**src/rtl/llr_frame_loader.sv**
```systemverilog
// llr_frame_loader: deserialises one codeword of channel LLRs, delivered N_LLRS per beat,
// into a full frame. The frame is then presented with its hard decisions to the decoder core.
// Two frame registers form a ping-pong pair. The assembly register collects beats, and the
// output register holds the frame offered to the core, so the next frame can load while the
// current one waits.
//
// Handshakes (strict valid/ready): a beat moves when in_valid & in_ready on a rising edge, and
// a frame moves when frame_valid & frame_ready on a rising edge. A producer must hold its payload
// stable while valid is high and not yet accepted; the loader does this for frame_llrs/hard_dec.
module llr_frame_loader #(
  parameter int WIDTH  = 8,
  parameter int N_LLRS = 4,
  parameter int N_V    = 31
) (
  input  logic                    clk,
  input  logic                    rst,
  input  logic [N_LLRS*WIDTH-1:0] in_llr,
  input  logic                    in_first,
  input  logic                    in_valid,
  output logic                    in_ready,
  output logic [N_V*WIDTH-1:0]    frame_llrs,
  output logic [N_V-1:0]          hard_dec,
  output logic                    frame_valid,
  input  logic                    frame_ready,
  output logic                    frame_err
);

  localparam int N_CHUNKS = (N_V + N_LLRS - 1) / N_LLRS;
  localparam int CW       = $clog2(N_CHUNKS + 1);
  localparam int FW       = N_V * WIDTH;
  localparam logic [CW-1:0] LAST_CHUNK = CW'(N_CHUNKS - 1);

  typedef enum logic [1:0] {
    S_IDLE = 2'd0,
    S_LOAD = 2'd1,
    S_HOLD = 2'd2
  } state_t;

  state_t          state, state_d;
  logic [CW-1:0]   cnt, cnt_d;
  logic [CW-1:0]   chunk_idx;
  logic [FW-1:0]   asm_q, asm_d;
  logic [FW-1:0]   out_q;
  logic            beat, out_xfer, out_free;
  logic            store, complete, out_load, err_d;

  assign in_ready   = (state != S_HOLD);
  assign beat       = in_valid & in_ready;
  assign out_xfer   = frame_valid & frame_ready;
  assign out_free   = ~frame_valid | frame_ready;
  // A first-flagged beat always lands as chunk 0, whether it starts or restarts a frame.
  assign chunk_idx  = in_first ? '0 : cnt;
  assign frame_llrs = out_q;

  // State register, chunk counter, assembly and output frame registers, error pulse.
  always_ff @(posedge clk or posedge rst) begin
    if (rst) begin
      state       <= S_IDLE;
      cnt         <= '0;
      asm_q       <= '0;
      out_q       <= '0;
      frame_valid <= 1'b0;
      frame_err   <= 1'b0;
    end else begin
      state     <= state_d;
      cnt       <= cnt_d;
      asm_q     <= asm_d;
      frame_err <= err_d;
      if (out_load) begin
        out_q       <= asm_d;
        frame_valid <= 1'b1;
      end else if (out_xfer) begin
        frame_valid <= 1'b0;
      end
    end
  end

  // Next-state logic: beat acceptance, abort on a stray first beat, completion and handoff.
  always_comb begin
    state_d  = state;
    cnt_d    = cnt;
    store    = 1'b0;
    complete = 1'b0;
    err_d    = 1'b0;
    out_load = 1'b0;
    case (state)
      S_IDLE: begin
        if (beat) begin
          if (in_first) begin
            store = 1'b1;
            if (LAST_CHUNK == '0) begin
              complete = 1'b1;
            end else begin
              cnt_d   = CW'(1);
              state_d = S_LOAD;
            end
          end else begin
            err_d = 1'b1;
          end
        end
      end
      S_LOAD: begin
        if (beat) begin
          store = 1'b1;
          if (in_first) begin
            err_d = 1'b1;
            if (LAST_CHUNK == '0) complete = 1'b1;
            else                  cnt_d    = CW'(1);
          end else if (cnt == LAST_CHUNK) begin
            complete = 1'b1;
          end else begin
            cnt_d = cnt + CW'(1);
          end
        end
      end
      S_HOLD: begin
        if (out_xfer) begin
          out_load = 1'b1;
          state_d  = S_IDLE;
        end
      end
      default: state_d = S_IDLE;
    endcase
    if (complete) begin
      cnt_d = '0;
      if (out_free) begin
        out_load = 1'b1;
        state_d  = S_IDLE;
      end else begin
        state_d = S_HOLD;
      end
    end
  end

  // Merge the accepted beat into the assembly frame; lanes past N_V in the last chunk drop out.
  always_comb begin
    asm_d = asm_q;
    for (int i = 0; i < N_V; i++) begin
      if (store && (int'(chunk_idx) == (i / N_LLRS))) begin
        asm_d[i*WIDTH +: WIDTH] = in_llr[(i % N_LLRS)*WIDTH +: WIDTH];
      end
    end
  end

  // Hard decision per LLR is its two's-complement sign bit.
  always_comb begin
    hard_dec = '0;
    for (int i = 0; i < N_V; i++) begin
      hard_dec[i] = out_q[i*WIDTH + WIDTH - 1];
    end
  end

endmodule
```
**config.mk**
```make
export PLATFORM = sky130hd
export DESIGN_NAME = llr_frame_loader
export DESIGN_NICKNAME = d
export VERILOG_FILES = /design/src/rtl/llr_frame_loader.sv
export SDC_FILE = /design/constraint.sdc
export NUM_CORES = 1
export LEC_CHECK = 0
export BUFFER_PORTS_ARGS = -buffer_cell sky130_fd_sc_hd__buf_2
export CORE_MARGIN = 3
export CORE_UTILIZATION = 57
export CTS_CLUSTER_DIAMETER = 200
export CTS_CLUSTER_SIZE = 8
export DETAILED_ROUTE_END_ITERATION = 8
export GPL_TIMING_DRIVEN = 0
export MAX_ROUTING_LAYER = met4
export PLACE_DENSITY_LB_ADDON = 0.08
export SLEW_MARGIN = 0
export SYNTH_ARGS = -nofsm -noshare
export SYNTH_HDL_FRONTEND = slang
export SYNTH_SLANG_ARGS = --single-unit
export TNS_END_PERCENT = 10
```
**constraint.sdc**
```tcl
create_clock -name clk -period 21.6 [get_ports clk]
set_clock_uncertainty 0.05 [all_clocks]
set_input_delay 4.32 -clock clk [delete_from_list [all_inputs] [get_ports clk]]
set_output_delay 4.32 -clock clk [all_outputs]
set_load 0.01 [all_outputs]
```
==> flow_metrics.py <==
metrics = {
    "sta": {
        "holdWs_ns": 0.431,
        "drv_slew": 0,
        "fmax_mhz": 170,
        "min_period_over_period": 0.273,
        "hold_viol": 0,
        "setup_viol": 0,
        "tightest_slew_ns": 0.666,
        "finalSetupTns_ns": 0,
        "rsz0062_at_grt": "false",
        "finalCriticalPeriod_ns": 5.89,
        "maxSlewHeadroom": 0.556,
    },
    "pwr": {
        "switching_share": 0.257,
        "p_int_mw": 2.19,
        "p_leak_nw": 13.2,
        "power_density_nw_per_um2": 120,
        "combinationalPowerShare": 0.221,
        "power_frac_seq": 0.444,
        "power_mw": 2.95,
        "p_switching_mw": 0.758,
        "ir_drop_mv": 0.0817,
        "clockPowerShare": 0.335,
    },
    "cells_and_area": {
        "fill_cells": 2318,
        "syn2layout_area_growth_pct": 20.6,
        "stdcell_count": 1996,
        "n_antenna_cell": 0,
        "final_util": 0.704,
        "drive_gt1_frac": 0.622,
        "nets": 1575,
    },
    "routing": {
        "wire_per_inst_um": 23.3,
        "antenna_left": 0,
        "vias": 10881,
        "drt-total-wl_mm": 46.5,
        "drc": 0,
        "avgViaCountPerCell": 5.45,
        "drtPass1Iterations": 6,
        "drt_iter0_drc": 406,
    },
    "yosys": {
        "synth_common_cells": "504 x dfrtp_1, 247 x mux2_4, 214 x mux2_2",
        "yosysMostFrequentCell": "dfrtp_1",
        "netlist.area_leader.share": 0.621,
        "synthTopCellsByArea": "dfrtp_1 62%, mux2_4 18%, mux2_2 12%",
        "async_flop_share": 1.00,
        "synthDistinctLibCells": 36,
        "yosys_register_bits": 504,
        "synth.yosys.seq_area_share": 0.621,
        "avgSynthCellArea_um2": 17.8,
        "synthFlopType": "dfrtp_1",
        "synth_top_area_cell": "dfrtp_1",
        "postSynthCellCount": 1143,
        "yosysWarnings": 0,
        "syn_area_um2": 20300,
        "synth_edf_count": 0,
        "syn-num-nets": 1181,
    },
    "floorplan": {
        "die_y_um": 195,
        "io_pins": 319,
        "coreArea_um2": 34800,
        "start_util": 0.584,
        "dieArea_um2": 37900,
        "rows": 68,
        "die_x_um": 195,
    },
    "clock_tree": {
        "cts_buffer_depth": 3,
        "clk_pin_slew_ns": 0.05,
        "cts_resized": 0,
        "numCtsBuffers": 72,
        "cts_root_buf": "clkbuf_16",
        "cts_hold_buf": 0,
        "clock_sinks": 504,
        "clkLatencyLatePin_ns": 0.57,
        "h-tree-depth": 3,
        "cts_setup_buffers": 0,
        "cts_tree": "yes",
    },
    "place": {
        "placedCellCount": 1918,
        "gp_congestion": 0.778,
        "dpl.hpwl_mm": 30.4,
        "portBuffers": 316,
    },
    "global_route": {
        "grt_pass1_vias": 11912,
        "grt_pass1_wl_mm": 72.6,
        "grt_max_degree": 132,
        "antenna_found_initial": 0,
        "track_usage": 0.257,
        "grt_overflow": 0,
    },
    "worst_hold_path": {
        "min_path_type": "reg2reg",
    },
    "outcome": {
        "outcome": "finished, final reports clean",
    },
    "critical_path": {
        "critical_path_class": "reg2out",
        "arrival_ns": 1.52,
        "critPathMaxStageDelay_ns": 0.48,
        "crit_fanout": 8,
        "cp-start-kind": "flop",
        "crit_chain": "nor2b_1, inv_1, buf_2",
        "worstSetupEndpointType": "output port",
        "crit_required_ns": 17.23,
        "r2r_slack_ns": 19.16,
        "crit_buf_inv": 2,
        "path_delay_family": "flip-flops",
        "slowest_stage": "dfrtp_1",
    },
    "job": {
        "drv_cap": 0,
    },
}
==> cell usage in the layout (no fill, tap or decap), types with 2 or more instances in the layout <==
| master | instances |
|---|---|
| buf_16 | 4 |
| a21oi_1 | 2 |
| dfrtp_1 | 504 |
| nand3_2 | 4 |
| buf_8 | 3 |
| clkbuf_16 | 76 |
| inv_1 | 3 |
| nor2_1 | 7 |
| buf_2 | 331 |
| o21ai_0 | 2 |
| mux2_2 | 214 |
| nand4_4 | 4 |
| mux2_4 | 247 |
| buf_6 | 34 |
| mux2_1 | 36 |
| buf_4 | 32 |
| nor2b_1 | 5 |
| nand2_1 | 10 |
==> registers in the layout, summed over array words and instances, names as in the netlist <==
register	count
asm_q	248
cnt	4
frame_err	1
frame_llrs	248
frame_valid	1
state	2
==> cells by family after synthesis <==
kind of cell             after synthesis  synth area share
XOR/XNOR                               1          0.000431
AND/OR/NAND/NOR                       40            0.0151
multiplexers                         497             0.321
adder cells (fa/ha/maj)                1          0.000616
AO/OA/AOI/OAI                         11           0.00456
buffers and inverters                 89            0.0376
flip-flops                           504             0.621
==> final cells by class <==
class | count | area (um^2) | share of cell area
inverter | 4 | 22.5 | 0.000919
timing repair buffer | 320 | 1690 | 0.0690
clock buffer | 76 | 1900 | 0.0776
multi-input combinational | 550 | 6940 | 0.283
clock inverter | 2 | 25.0 | 0.00102
buffer | 85 | 748 | 0.0305
sequential | 504 | 12600 | 0.514
tap | 455 | 569 | 0.0232
==> per-layer routing <==
| layer | vias to the layer above | wire length [um] | track usage |
|---|---|---|---|
| met3 | 77 | 2640 | 0.0560 |
| li1 | 4772 | - | - |
| met2 | 303 | 22400 | 0.402 |
| met4 | 0 | 1000 | 0.0718 |
| met1 | 5729 | 20500 | 0.345 |
| met5 | - | 0 | - |
==> power by group through the flow <==
stage | Sequential, mW | Clock [mW] | Combinational (mW)
after floorplan | 1.34 | 0 | 0.415
after global placement | 1.31 | 0 | 0.633
after detailed placement | 1.32 | 0 | 0.652
after CTS | 1.31 | 1.01 | 0.660
after global routing | 1.34 | 1.05 | 0.703
final | 1.31 | 0.986 | 0.652
==> through the flow <==
stage / setup slack [ns] / cell area [um^2]
finish: 15.71 / 24500
global route: 15.64 / 24500
CTS: 15.70 / 24500
detailed placement: 15.22 / 22600
global placement: -1.75 / 22500
floorplan: 3.16 / 20300
==> worst paths after layout <==
check | startpoint | to | cells after the start
worst max-delay path | state[1]$_DFFE_PP0P_ | in_ready | 3
worst min-delay path | frame_llrs[244]$_DFFE_PP0P_ | frame_llrs[244]$_DFFE_PP0P_ | 1
worst max register to register | state[0]$_DFFE_PP0P_ | frame_llrs[31]$_DFFE_PP0P_ | 6
worst min register to register | frame_llrs[244]$_DFFE_PP0P_ | frame_llrs[244]$_DFFE_PP0P_ | 1
max in group asynchronous | rst | frame_llrs[71]$_DFFE_PP0P_ | 4
min in group asynchronous | rst | frame_llrs[116]$_DFFE_PP0P_ | 2
Power figures use the tool's default switching activity.
